`src/rtl/touch_app_launcher.sv`:
```
// touch_app_launcher: home-screen launcher and app-lifecycle controller.
//   Maps FT6336 samples to rotated game coordinates, hit-tests the icon grid,
//   launches an app on tap, and returns home on a long corner hold or app_done.
// Ports:
//   clk_50, reset_n                 clock, async active-low reset
//   touch_valid/down/x/y            raw touch samples (panel axes)
//   app_done                        1-cycle request from the app to go home
//   in_home, active_app             framebuffer mux select, running app
//   app_start, app_exit             1-cycle lifecycle pulses
//   hover_valid, hover_idx          icon highlight while armed on home screen
//   game_x, game_y                  registered mapped coordinates
module touch_app_launcher #(
  parameter int GAME_W        = 320,
  parameter int GAME_H        = 240,
  parameter int NUM_APPS      = 6,
  parameter int IDX_W         = 3,
  parameter int COLS          = 3,
  parameter int ICON_W        = 48,
  parameter int ICON_H        = 48,
  parameter int GAP           = 16,
  parameter int GRID_X0       = 64,
  parameter int GRID_Y0       = 48,
  parameter int HIT_MARGIN    = 4,
  parameter int EXIT_SZ       = 32,
  parameter int EXIT_HOLD_CYC = 25_000_000
) (
  input  logic             clk_50,
  input  logic             reset_n,
  input  logic             touch_valid,
  input  logic             touch_down,
  input  logic [11:0]      touch_x,
  input  logic [11:0]      touch_y,
  input  logic             app_done,
  output logic             in_home,
  output logic [IDX_W-1:0] active_app,
  output logic             app_start,
  output logic             app_exit,
  output logic             hover_valid,
  output logic [IDX_W-1:0] hover_idx,
  output logic [8:0]       game_x,
  output logic [8:0]       game_y
);

  localparam int NSLOT = 1 << IDX_W;
  localparam int CNT_W = (EXIT_HOLD_CYC > 1) ? $clog2(EXIT_HOLD_CYC) : 1;
  localparam logic [CNT_W-1:0] CNT_LAST = CNT_W'(EXIT_HOLD_CYC - 1);

  typedef enum logic [1:0] {S_HOME, S_ARMED, S_APP} state_t;

  state_t           r_state;
  logic             r_in_home;
  logic [IDX_W-1:0] r_active_app;
  logic             r_app_start;
  logic             r_app_exit;
  logic             r_hover_valid;
  logic [IDX_W-1:0] r_hover_idx;
  logic [8:0]       r_game_x;
  logic [8:0]       r_game_y;
  logic             r_pressed;
  logic             r_press_pend;  // press_edge seen last cycle; coords now valid
  logic             r_down_pend;   // down sample seen last cycle; coords now valid
  logic [CNT_W-1:0] r_cnt;

  logic             w_press_edge;
  logic             w_release_edge;
  logic [8:0]       w_map_x;
  logic [8:0]       w_map_y;
  logic [NSLOT-1:0] w_hit;
  logic             w_any_hit;
  logic [IDX_W-1:0] w_hit_idx;
  logic             w_corner;
  logic             w_unused_bits;

  // Signed integer compare so a margin left of/above the screen edge cannot wrap.
  function automatic logic icon_hit(input int i, input int x, input int y);
    int x0;
    int y0;
    x0 = GRID_X0 + (i % COLS) * (ICON_W + GAP);
    y0 = GRID_Y0 + (i / COLS) * (ICON_H + GAP);
    return (i < NUM_APPS) &&
           (x >= x0 - HIT_MARGIN) && (x < x0 + ICON_W + HIT_MARGIN) &&
           (y >= y0 - HIT_MARGIN) && (y < y0 + ICON_H + HIT_MARGIN);
  endfunction

  assign w_unused_bits  = &{1'b0, touch_x[11:8], touch_y[11:9]};
  assign w_press_edge   = touch_valid && touch_down && !r_pressed;
  assign w_release_edge = touch_valid && !touch_down && r_pressed;

  // Panel is rotated: panel Y becomes game X, panel X becomes inverted game Y.
  assign w_map_x = (touch_y[8:0] > 9'(GAME_W - 1)) ? 9'(GAME_W - 1) : touch_y[8:0];
  assign w_map_y = (touch_x[7:0] > 8'(GAME_H - 1)) ? 9'd0
                                                   : 9'(GAME_H - 1) - {1'b0, touch_x[7:0]};

  always_comb begin
    w_hit = '0;
    for (int i = 0; i < NSLOT; i++) begin
      w_hit[i] = icon_hit(i, int'(r_game_x), int'(r_game_y));
    end
  end

  // Descending scan so the lowest matching index is the one left standing.
  always_comb begin
    w_hit_idx = '0;
    for (int i = NSLOT - 1; i >= 0; i--) begin
      if (w_hit[i]) w_hit_idx = IDX_W'(i);
    end
  end

  assign w_any_hit = |w_hit;
  assign w_corner  = r_pressed && (r_game_x < 9'(EXIT_SZ)) && (r_game_y < 9'(EXIT_SZ));

  always_ff @(posedge clk_50 or negedge reset_n) begin
    if (!reset_n) begin
      r_state       <= S_HOME;
      r_in_home     <= 1'b1;
      r_active_app  <= '0;
      r_app_start   <= 1'b0;
      r_app_exit    <= 1'b0;
      r_hover_valid <= 1'b0;
      r_hover_idx   <= '0;
      r_game_x      <= '0;
      r_game_y      <= '0;
      r_pressed     <= 1'b0;
      r_press_pend  <= 1'b0;
      r_down_pend   <= 1'b0;
      r_cnt         <= '0;
    end else begin
      r_app_start  <= 1'b0;
      r_app_exit   <= 1'b0;
      r_press_pend <= w_press_edge;
      r_down_pend  <= touch_valid && touch_down;
      if (touch_valid) r_pressed <= touch_down;
      if (touch_valid && touch_down) begin
        r_game_x <= w_map_x;
        r_game_y <= w_map_y;
      end

      case (r_state)
        S_HOME: begin
          r_cnt <= '0;
          if (r_press_pend && w_any_hit) begin
            r_state       <= S_ARMED;
            r_hover_valid <= 1'b1;
            r_hover_idx   <= w_hit_idx;
          end
        end
        S_ARMED: begin
          // Sliding off the armed icon cancels; the later release launches nothing.
          if (r_down_pend && !w_hit[r_hover_idx]) begin
            r_state       <= S_HOME;
            r_hover_valid <= 1'b0;
          end else if (w_release_edge) begin
            r_state       <= S_APP;
            r_app_start   <= 1'b1;
            r_active_app  <= r_hover_idx;
            r_in_home     <= 1'b0;
            r_hover_valid <= 1'b0;
          end
        end
        S_APP: begin
          if (app_done || (w_corner && (r_cnt == CNT_LAST))) begin
            r_state    <= S_HOME;
            r_app_exit <= 1'b1;
            r_in_home  <= 1'b1;
            r_cnt      <= '0;
          end else if (w_corner) begin
            r_cnt <= r_cnt + 1'b1;
          end else begin
            r_cnt <= '0;
          end
        end
        default: r_state <= S_HOME;
      endcase
    end
  end

  assign in_home     = r_in_home;
  assign active_app  = r_active_app;
  assign app_start   = r_app_start;
  assign app_exit    = r_app_exit;
  assign hover_valid = r_hover_valid;
  assign hover_idx   = r_hover_idx;
  assign game_x      = r_game_x;
  assign game_y      = r_game_y;

endmodule

```
`config.mk`:
```
export PLATFORM = sky130hd
export DESIGN_NAME = touch_app_launcher
export DESIGN_NICKNAME = d
export VERILOG_FILES = /design/src/rtl/touch_app_launcher.sv
export SDC_FILE = /design/constraint.sdc
export NUM_CORES = 1
export LEC_CHECK = 0
export CAP_MARGIN = 10
export CORE_UTILIZATION = 52
export CTS_CLUSTER_DIAMETER = 120
export DETAILED_ROUTE_END_ITERATION = 12
export PLACE_DENSITY = 0.81
export SLEW_MARGIN = 40
export SYNTH_ARGS = -nofsm -noshare
export SYNTH_HDL_FRONTEND = slang
export SYNTH_SLANG_ARGS = --single-unit
```
`constraint.sdc`:
```
create_clock -name clk_50 -period 2.35 [get_ports clk_50]
set_input_delay 0.3525 -clock clk_50 [delete_from_list [all_inputs] [get_ports clk_50]]
set_output_delay 0.3525 -clock clk_50 [all_outputs]
set_load 0.03 [all_outputs]
```
==> results by group, run 1 <==
Floorplanning
  – Core Region: about 5600 um2
  – Row count: 27
  – Initial Utilization: 54.7%
  – Die H: 78.8 um
  – Die area: just over 6000 um2
  – Die width: 78.8 um
  – I/O Pins: 57

Synth
  – Yosys warning count: 0
  – Post-synth EDFFs: 0
  – Synth cell types: 60
  – Post-synthesis sequential area ratio: 47.3%
  – #FFs+latches synth: 58
  – Ys async rst share: 100%
  – Post-Syn Area per Cell: 9.08 um2
  – Synthesized cell area: just over 3000 um2
  – Syn Nets: about 370
  – Syn Inst Count: ~340
  – Synth Flop Type: dfrtp_1

Critical path
  – Arrival @ worst endpoint: around 2400 ps
  – Setup CP Type: reg -> reg
  – CP endpoint kind: flop
  – Startpoint Class: flop
  – Worst path required time: between 2000 and 3000 ps
  – Maximum fanout along the worst path: 7

Pwr
  – P_int: 1.83 mW
  – Net Sw Power: between 0.8 and 0.9 mW
  – Pwr Density: 670 nW/um2
  – VDD IR-drop max: just over 0.0004 V
  – Seq pwr share: between 40% and 50%
  – Sw Share: 30.8%
  – Comb pwr share: 23.8%
  – Leak Pwr: 1.67 nW
  – Clk pwr share: 33.0%

Cells and area
  – Commonest cells after routing, fill and taps aside: 56 x dfrtp_1, 49 x nand2_1, 48 x clkdlybuf4s50_1
  – Number of diodes: 0
  – # fillers: ~430
  – Ratio of cells with drive above 1 in the final layout: 11.6%
  – Multi-input gate area: 1540 um2
  – Register area: about 1500 um2
  – Final Util: 70.4%
  – Leading cell type in the layout, fill and taps excluded: dfrtp_1
  – Nets: 433
  – Syn-to-layout area delta: 28.7%
  – Final instance area: around 3900 um2

STA
  – Unrepaired setup endpoints after global routing: false
  – Endpoints failing hold: 0
  – Final setup fails: 0
  – Tcrit/Tclk final: 94.1%
  – TNS Setup: 0 ps
  – Setup Skew: 6.71 ps
  – Minimum clock period: 2210 ps
  – Slew HR: 55.7%
  – Fmax: 452 MHz
  – Slew Viols, Final: 0
  – Worst-Margin Slew: 658 ps
  – Final Hold Slack: 23.3 ps

Placement
  – Post-DP Area: about 3700 um2
  – RD Place Congestion: 0.832
  – Final HPWL DP: 5.20 mm
  – Number of port buffers: just under 50

Detailed routing
  – Final antenna-violating net count: 0
  – Final wirelength: 7.37 mm
  – 1st-iter DRT viols: 257
  – Via density: between 6 and 7
  – First-pass DRT Iterations: 4
  – Vias: 2893
  – WL/cell: 15.4 um
  – DRC errors left: 0

CTS
  – Clock buffer depth: 2
  – H-tree depth: 3
  – Clock Sinks: 58
  – Clock latency on the worst-skew pair: 340 ps
  – Inserted Clock Buffers: 9
  – # hold bufs at CTS: 0
  – CTS tree: done
  – CTS root buf: clkbuf_8
  – Clock-pin slew on the worst setup and hold paths: 60 ps

Global routing
  – First-pass GRT wire length: 12.3 mm
  – Largest net degree at the start of global routing: 33
  – Vias in the first global route: between 2000 and 3000
  – Gr ovfl total: 0
  – Initial antenna violation count: 0
  – All-Layer GR Usage: 26.0%

Hold path
  – Worst min path class: in -> async

Job
  – Max-Cap Viols: 0

Run status
  – Outcome: completed
==> per-layer routing <==
metal | global-route usage, % | vias up | share of wire (%)
met3 | 6.09 | 15 | 5.2
met4 | 9.64 | 0 | 1.9
met5 | 0 | - | 0
li1 | - | 1391 | -
met1 | 35.6 | 1405 | 44
met2 | 40.2 | 82 | 49
==> cell families (layout without fill, tap and decap cells) <==
| kind of cell | count (synthesis) | in the layout | share of synthesized area, % |
|---|---|---|---|
| flip-flops | 58 | 58 | 47.3 |
| buffers and inverters | 23 | 91 | 3.30 |
| adder cells (fa/ha/maj) | 2 | 2 | 0.816 |
| AO/OA/AOI/OAI | 115 | 115 | 23.1 |
| AND/OR/NAND/NOR | 136 | 136 | 24.0 |
| multiplexers | 3 | 3 | 1.10 |
| XOR/XNOR | 1 | 1 | 0.286 |
==> stage by stage <==
step                power [mW]  setup WS (ps)  instances
finish                    2.65            138        478
global route              2.75           21.8        478
floorplan                 1.50            164        338
detailed placement        1.78            139        462
global placement          1.77            207        462
CTS                       2.65            121        477
==> synth_stat cells, drive strengths merged (2+ instances only) <==
| cell type | instances | area share [%] |
|---|---|---|
| nand3b | 4 | 0.98 |
| nor4 | 2 | 0.90 |
| a21oi | 14 | 2.3 |
| nand4 | 13 | 2.9 |
| nor2 | 21 | 2.8 |
| nor3b | 3 | 1.1 |
| buf | 7 | 1.3 |
| nand3 | 9 | 1.5 |
| inv | 9 | 1.1 |
| nor4b | 2 | 0.57 |
| and3 | 6 | 1.2 |
| and4 | 3 | 0.86 |
| o211ai | 2 | 0.49 |
| o22a | 6 | 1.7 |
| mux2 | 3 | 1.1 |
| ha | 2 | 0.82 |
| a21o | 3 | 0.73 |
| o311ai | 2 | 0.57 |
| a32o | 2 | 0.65 |
| o21ai | 57 | 9.4 |
| o22ai | 3 | 0.61 |
| a31oi | 10 | 2.0 |
| or2 | 2 | 0.41 |
| o31ai | 2 | 0.49 |
| nor3 | 6 | 0.98 |
| nor2b | 2 | 0.41 |
| nand2 | 49 | 6.0 |
| or3 | 2 | 0.41 |
| dfrtp | 57 | 46 |
| nand4b | 3 | 0.86 |
| clkbuf | 7 | 0.86 |
| a22o | 2 | 0.57 |
| nand2b | 6 | 1.2 |
==> critical path, cell delays in order, from the launching register on <==
cell and delay, ps:
dfrtp_1 480, a21oi_1 150, o32a_1 420, o311ai_1 510, o21ai_2 200, mux2_1 340
==> flip-flops by register name, summed over array words and instances, names as in the netlist <==
register / cells
app_start: 1
r_pressed: 1
r_cnt: 25
r_down_pend: 1
r_state: 2
in_home: 1
game_x: 9
r_press_pend: 1
hover_idx: 3
app_exit: 1
game_y: 9
active_app: 3
hover_valid: 1
==> layout make-up <==
class | count | share of cell area, %
multi-input cells | 257 | 38.9
flip-flops and latches | 58 | 36.8
repair buffers | 67 | 16.4
clock buffers | 13 | 4.53
well taps | 72 | 2.28
inverters | 9 | 0.856
clock inverters | 2 | 0.254
==> what timing repair did <==
action / CTS / global route
endpoints found under the setup margin: 0 / 7
gates resized for setup: 0 / 3
buffers inserted: 0 / 1
==> power groups by stage <==
stage / logic [mW] / registers, mW / clock network (mW)
final: 0.629 / 1.14 / 0.873
after detailed placement: 0.625 / 1.16 / 0
after floorplan: 0.233 / 1.27 / 0
after CTS: 0.629 / 1.14 / 0.876
after global routing: 0.680 / 1.15 / 0.920
after global placement: 0.611 / 1.15 / 0
==> worst paths after layout <==
path                            from             to  slack (ps)  cells after the start
max                        game_y[3]  active_app[0]         140                      5
min                          reset_n      game_x[3]          20                      1
max reg2reg                game_y[3]  active_app[0]         140                      5
min reg2reg                game_y[0]      game_y[0]         480                      2
max in group asynchronous    reset_n      game_y[7]        1730                      2
min in group clk_50        game_y[0]      game_y[0]         480                      2
Power figures use the tool's default switching activity.
==> run 2: changes to the inputs <==
--- a/config.mk
+++ b/config.mk
@@ -6,10 +6,12 @@
 export NUM_CORES = 1
 export LEC_CHECK = 0
 export CAP_MARGIN = 10
-export CORE_UTILIZATION = 52
+export CELL_PAD_IN_SITES_DETAIL_PLACEMENT = 1
+export CELL_PAD_IN_SITES_GLOBAL_PLACEMENT = 1
+export CORE_UTILIZATION = 42
 export CTS_CLUSTER_DIAMETER = 120
 export DETAILED_ROUTE_END_ITERATION = 12
-export PLACE_DENSITY = 0.81
+export PLACE_DENSITY = 0.85
 export SLEW_MARGIN = 40
 export SYNTH_ARGS = -nofsm -noshare
 export SYNTH_HDL_FRONTEND = slang
==> constraint.sdc (replaced) <==
create_clock -name clk_50 -period 2.55 [get_ports clk_50]
set_input_delay 0.3825 -clock clk_50 [delete_from_list [all_inputs] [get_ports clk_50]]
set_output_delay 0.3825 -clock clk_50 [all_outputs]
set_load 0.03 [all_outputs]
==> results by group, run 2 (synthesis results as in run 1) <==
Cells and area
  – Final Util: 57.5% (-13 points)
  – Syn-to-layout area delta: 29.4%
  – # fillers: 809 (+86%)
  – Leading cell type in the layout, fill and taps excluded: dfrtp_1
  – Ratio of cells with drive above 1 in the final layout: 9.75% (-1.8 points)
  – Multi-input gate area: 1520 um2 (-0.90%)
  – Commonest cells after routing, fill and taps aside: 57 x dfrtp_1, 49 x nand2_1, 48 x clkdlybuf4s50_1
  – Largest Register: r_cnt
  – Register area: 1450 um2 (about the same)
  – Number of diodes: 0 (unchanged)
  – Post-Layout Cell Count: 496 (+3.8%)
  – Nets: 426 (-1.6%)
  – Max reg flops: 25 (unchanged)

STA
  – Worst-Margin Slew: 757 ps (+99.5 ps)
  – Unrepaired setup endpoints after global routing: false
  – Final setup fails: 0 (unchanged)
  – Slew HR: 49.0% (-6.7 points)
  – Tcrit/Tclk final: 88.7% (-5.5 points)
  – Endpoints failing hold: 0 (unchanged)
  – TNS Setup: 0 ps (unchanged)
  – Minimum clock period: 2260 ps (+48.9 ps)
  – Fmax: 442 MHz (-2.2%)
  – Setup Skew: 11.6 ps (+4.93 ps)
  – Slew Viols, Final: 0 (unchanged)

Floorplanning
  – Die H: 87.5 um (+11%)
  – Die area: 7650 um2 (+23%)
  – Row count: 30 (+11%)
  – Core Region: 6910 um2 (+23%)
  – Initial Utilization: 44.4% (-10 points)
  – I/O Pins: 57 (unchanged)
  – Die width: 87.5 um (+11%)

Detailed routing
  – DRC errors left: 0 (unchanged)
  – Final wirelength: 8.54 mm (+16%)
  – Final antenna-violating net count: 0 (unchanged)
  – WL/cell: 17.2 um (+12%)
  – Vias: 2879 (-0.48%)
  – Via density: 5.80 (-4.1%)
  – First-pass DRT Iterations: 4 (unchanged)
  – 1st-iter DRT viols: 141 (-45%)

Pwr
  – Clk pwr share: 38.1% (+5.1 points)
  – Leak Pwr: 1.65 nW (-0.70%)
  – Seq pwr share: 40.8% (-2.4 points)
  – Pwr Density: 660 nW/um2 (-1.5%)
  – Sw Share: 29.4% (-1.4 points)
  – Comb pwr share: 21.1% (-2.7 points)
  – P_int: 1.85 mW (+1.1%)
  – VDD IR-drop max: 0.000426 V (+4.4%)
  – Net Sw Power: 0.772 mW (-5.3%)

CTS
  – Clock Sinks: 58 (unchanged)
  – H-tree depth: 3 (unchanged)
  – Inserted Clock Buffers: 9 (unchanged)
  – Clock buffer depth: 2 (unchanged)
  – CTS tree: done
  – Clock-pin slew on the worst setup and hold paths: 70 ps (about the same)
  – Clock latency on the worst-skew pair: 350 ps (about the same)
  – CTS root buf: clkbuf_8
  – Setup bufs post-CTS: 0 (unchanged)
  – CTS resizes: 0 (unchanged)
  – # hold bufs at CTS: 0 (unchanged)

Run status
  – Outcome: completed

Global routing
  – Largest net degree at the start of global routing: 31 (-6.1%)
  – All-Layer GR Usage: 24.3% (-1.7 points)
  – Vias in the first global route: 2953 (+13%)
  – Initial antenna violation count: 0 (unchanged)
  – First-pass GRT wire length: 14.1 mm (+14%)
  – Gr ovfl total: 0 (unchanged)

Hold path
  – Worst min path class: in -> async

Critical path
  – CP endpoint kind: flop
  – Setup CP Type: reg -> reg
  – Worst path required time: 2780 ps (+210 ps)
  – Arrival @ worst endpoint: 2490 ps (+50 ps)
  – Startpoint Class: flop
  – Maximum fanout along the worst path: 8 (+1)

Placement
  – RD Place Congestion: 0.792 (-4.8%)
  – Final HPWL DP: 6.02 mm (+16%)
  – Number of port buffers: 49 (unchanged)
  – Placed Cells: 480 (+3.9%)

Job
  – Max-Cap Viols: 0 (unchanged)
## run 2: changes by cell type in the layout (fill, tap and decap cells not counted), sizes merged
cell      change
buf           -7
bufinv        +2
clkbuf        -1
clkinv        -1
clkinvlp      +1
## run 2: layer usage
metal	routed length, um	global-route usage, %	share of wire (%)	vias to the layer above
met5	0	0	0	-
met4	176	8.94	2.1	0
met3	400	7.11	4.7	16
met2	4080	38.9	48	69
met1	3880	31.1	45	1421
li1	-	-	-	1373
## run 2: final timing paths
path	cells after the start	slack [ps]	endpoint	from
max	5	290	active_app[1]	game_y[7]
min	1	80	r_cnt[6]	reset_n
max reg2reg	5	290	active_app[1]	game_y[7]
min reg2reg	1	460	r_cnt[20]	r_cnt[20]
max in group asynchronous	2	1860	r_cnt[0]	reset_n
min in group clk_50	1	460	r_cnt[20]	r_cnt[20]
## run 2: per-stage QoR
stage	instance area (um2)	setup slack (ps)	power [mW]	hold slack, ps
2_1_floorplan	3070	364	1.38	86.9
5_1_grt	3970	118	2.74	123
3_3_place_gp	3730	355	1.62	449
6_report	3970	289	2.62	83.0
4_1_cts	3970	287	2.65	90.6
3_5_place_dp	3730	305	1.64	462
## run 2: final cells by class
cell class	instances	area share (%)
Inverter	9	0.851
Timing Repair Buffer	60	15.2
Multi-Input combinational cell	257	38.3
Sequential cell	58	36.6
Clock inverter	4	1.83
Clock buffer	12	4.16
Tap cell	96	3.02
## run 2: power groups by stage
stage	Sequential (mW)	Combinational [mW]	Clock (mW)
2_1_floorplan	1.17	0.215	0
3_3_place_gp	1.08	0.539	0
3_5_place_dp	1.09	0.553	0
4_1_cts	1.07	0.557	1.02
5_1_grt	1.08	0.598	1.06
6_report	1.07	0.553	0.999
## run 2: worst max-delay path, stage by stage, from the launching register on
cell	delay [ps]
dfrtp_1	490
nand2b_1	210
o32a_1	360
o311ai_1	530
o21ai_2	210
mux2_1	340
==> run 3: changes to the inputs <==
--- a/config.mk
+++ b/config.mk
@@ -8,10 +8,10 @@
 export CAP_MARGIN = 10
 export CELL_PAD_IN_SITES_DETAIL_PLACEMENT = 1
 export CELL_PAD_IN_SITES_GLOBAL_PLACEMENT = 1
-export CORE_UTILIZATION = 42
+export CORE_UTILIZATION = 39
 export CTS_CLUSTER_DIAMETER = 120
 export DETAILED_ROUTE_END_ITERATION = 12
-export PLACE_DENSITY = 0.85
+export PLACE_DENSITY = 0.8
 export SLEW_MARGIN = 40
 export SYNTH_ARGS = -nofsm -noshare
 export SYNTH_HDL_FRONTEND = slang
==> constraint.sdc (replaced) <==
create_clock -name clk_50 -period 2.35 [get_ports clk_50]
set_input_delay 0.3525 -clock clk_50 [delete_from_list [all_inputs] [get_ports clk_50]]
set_output_delay 0.3525 -clock clk_50 [all_outputs]
set_load 0.03 [all_outputs]
==> results by group, run 3 (synthesis results as in run 1) <==
Floorplanning
  – Core Region: 7410 um2 (+7.3%)
  – I/O Pins: 57 (unchanged)
  – Die H: 90.7 um (+3.7%)
  – Row count: 31 (+3.3%)
  – Initial Utilization: 41.4% (-3.0 points)
  – Die width: 90.7 um (+3.7%)
  – Die area: 8230 um2 (+7.5%)

Placement
  – Number of port buffers: 49 (unchanged)
  – Final HPWL DP: 6.00 mm (-0.39%)
  – Post-DP Area: 3790 um2 (+1.5%)
  – RD Place Congestion: 0.779 (-1.6%)
  – Placed Cells: 495 (+3.1%)

Cells and area
  – Nets: 439 (+3.1%)
  – Number of diodes: 0 (unchanged)
  – Commonest cells after routing, fill and taps aside: 57 x dfrtp_1, 49 x nand2_1, 48 x clkdlybuf4s50_1
  – Syn-to-layout area delta: 31.7%
  – Ratio of cells with drive above 1 in the final layout: 12.8% (+3.1 points)
  – Multi-input gate area: 1540 um2 (+0.90%)
  – Largest Register: r_cnt
  – Final instance area: 4040 um2 (+1.7%)
  – Leading cell type in the layout, fill and taps excluded: dfrtp_1
  – Max reg flops: 25 (unchanged)
  – Post-Layout Cell Count: 512 (+3.2%)
  – # fillers: 856 (+5.8%)
  – Register area: 1450 um2 (unchanged)

STA
  – Unrepaired setup endpoints after global routing: false
  – TNS Setup: 0 ps (unchanged)
  – Slew Viols, Final: 0 (unchanged)
  – Worst-Margin Slew: 662 ps (-94.7 ps)
  – Fmax: 452 MHz (+2.2%)
  – Endpoints failing hold: 0 (unchanged)
  – Final Hold Slack: 59.0 ps (-24.1 ps)
  – Final setup fails: 0 (unchanged)
  – Setup Skew: 6.18 ps (-5.46 ps)
  – Tcrit/Tclk final: 94.1% (+5.4 points)
  – Minimum clock period: 2210 ps (-49.4 ps)
  – Slew HR: 55.4% (+6.4 points)

Job
  – Max-Cap Viols: 0 (unchanged)

Critical path
  – Arrival @ worst endpoint: 2480 ps (about the same)
  – Critical-path top delay cell: or4_4
  – Startpoint Class: flop
  – Slowest cell delay on critical path: 580 ps (+50 ps)
  – CP endpoint kind: flop
  – Worst path required time: 2620 ps (-160 ps)
  – Critical path cell sequence: or4_4 -> nor4_4 -> o311ai_2 -> buf_4 -> or3_1 -> o21ai_1
  – Maximum fanout along the worst path: 6 (-2)
  – Setup CP Type: reg -> reg

CTS
  – Clock Sinks: 58 (unchanged)
  – CTS root buf: clkbuf_8
  – CTS tree: done
  – Clock latency on the worst-skew pair: 340 ps (about the same)
  – H-tree depth: 3 (unchanged)
  – Clock buffer depth: 2 (unchanged)
  – Inserted Clock Buffers: 9 (unchanged)
  – # hold bufs at CTS: 0 (unchanged)
  – Clock-pin slew on the worst setup and hold paths: 70 ps (about the same)

Global routing
  – Vias in the first global route: 2978 (+0.85%)
  – Largest net degree at the start of global routing: 59 (+90%)
  – Gr ovfl total: 0 (unchanged)
  – Initial antenna violation count: 0 (unchanged)
  – All-Layer GR Usage: 23.0% (-1.3 points)
  – First-pass GRT wire length: 15.1 mm (+7.2%)

Pwr
  – Total power: 2.77 mW (+5.5%)
  – Pwr Density: 685 nW/um2 (+3.7%)
  – VDD IR-drop max: 0.000297 V (-30%)
  – Leak Pwr: 1.70 nW (+2.6%)

Detailed routing
  – DRC errors left: 0 (unchanged)
  – First-pass DRT Iterations: 4 (unchanged)
  – WL/cell: 17.2 um (-0.14%)
  – Vias: 2920 (+1.4%)
  – Via density: 5.70 (-1.7%)
  – 1st-iter DRT viols: 127 (-9.9%)
  – Final antenna-violating net count: 0 (unchanged)
  – Final wirelength: 8.80 mm (+3.1%)

Run status
  – Outcome: completed

Hold path
  – Worst min path class: in -> async
==> run 3: cell count changes in the layout (fill, tap and decap cells not counted), sizes merged <==
cell      delta
clkinvlp     +1
bufinv       -1
buf         +13
==> run 3: routing by layer <==
| layer | vias up | global-route usage [%] | part of all wire, % |
|---|---|---|---|
| met2 | 60 | 35.6 | 47 |
| met3 | 15 | 4.38 | 3.4 |
| li1 | 1394 | - | - |
| met4 | 0 | 8.74 | 1.7 |
| met5 | - | 0 | 0 |
| met1 | 1451 | 31.7 | 48 |
==> run 3: final timing paths <==
kind,from,slack (ps),to,depth (start not counted)
max,game_x[7],140,r_cnt[14],6
min,reset_n,60,r_cnt[0],2
max reg2reg,game_x[7],140,r_cnt[14],6
min reg2reg,r_cnt[24],480,r_cnt[24],1
max in group asynchronous,reset_n,1720,in_home,3
min in group clk_50,r_cnt[24],480,r_cnt[24],1
==> run 3: metrics by stage <==
| step | util, % | setup WS, ps |
|---|---|---|
| floorplan | - | 164 |
| global placement | 51.2 | 219 |
| detailed placement | 51.2 | 181 |
| CTS | 53.9 | 136 |
| global route | 54.5 | 26.0 |
| finish | 54.5 | 139 |
==> run 3: layout make-up <==
| class | count | area share [%] |
|---|---|---|
| clock buffers | 12 | 3.84 |
| clock inverters | 4 | 1.24 |
| inverters | 9 | 0.836 |
| multi-input cells | 257 | 38.0 |
| flip-flops and latches | 58 | 36.0 |
| well taps | 99 | 3.07 |
| repair buffers | 73 | 17.1 |
==> run 3: report_power, final <==
group          switching [mW]  internal, mW  leakage (nW)
registers              0.0686          1.07         0.760
logic                   0.384         0.287         0.839
clock network           0.413         0.546        0.0986
total                   0.865          1.90          1.70
==> run 3: repair_timing <==
item                                    in CTS  in global routing
setup buffers                                0                  0
gates resized for setup                      0                  3
endpoints found under the setup margin       0                  3
==> run 3: critical path, delay by kind of cell, from the launching register on <==
kind	cells	cell delay, ps
and+or+nand+nor	3	1240
DFF	1	410
buffers and inverters	1	210
AOI/OAI and AO/OA	2	280
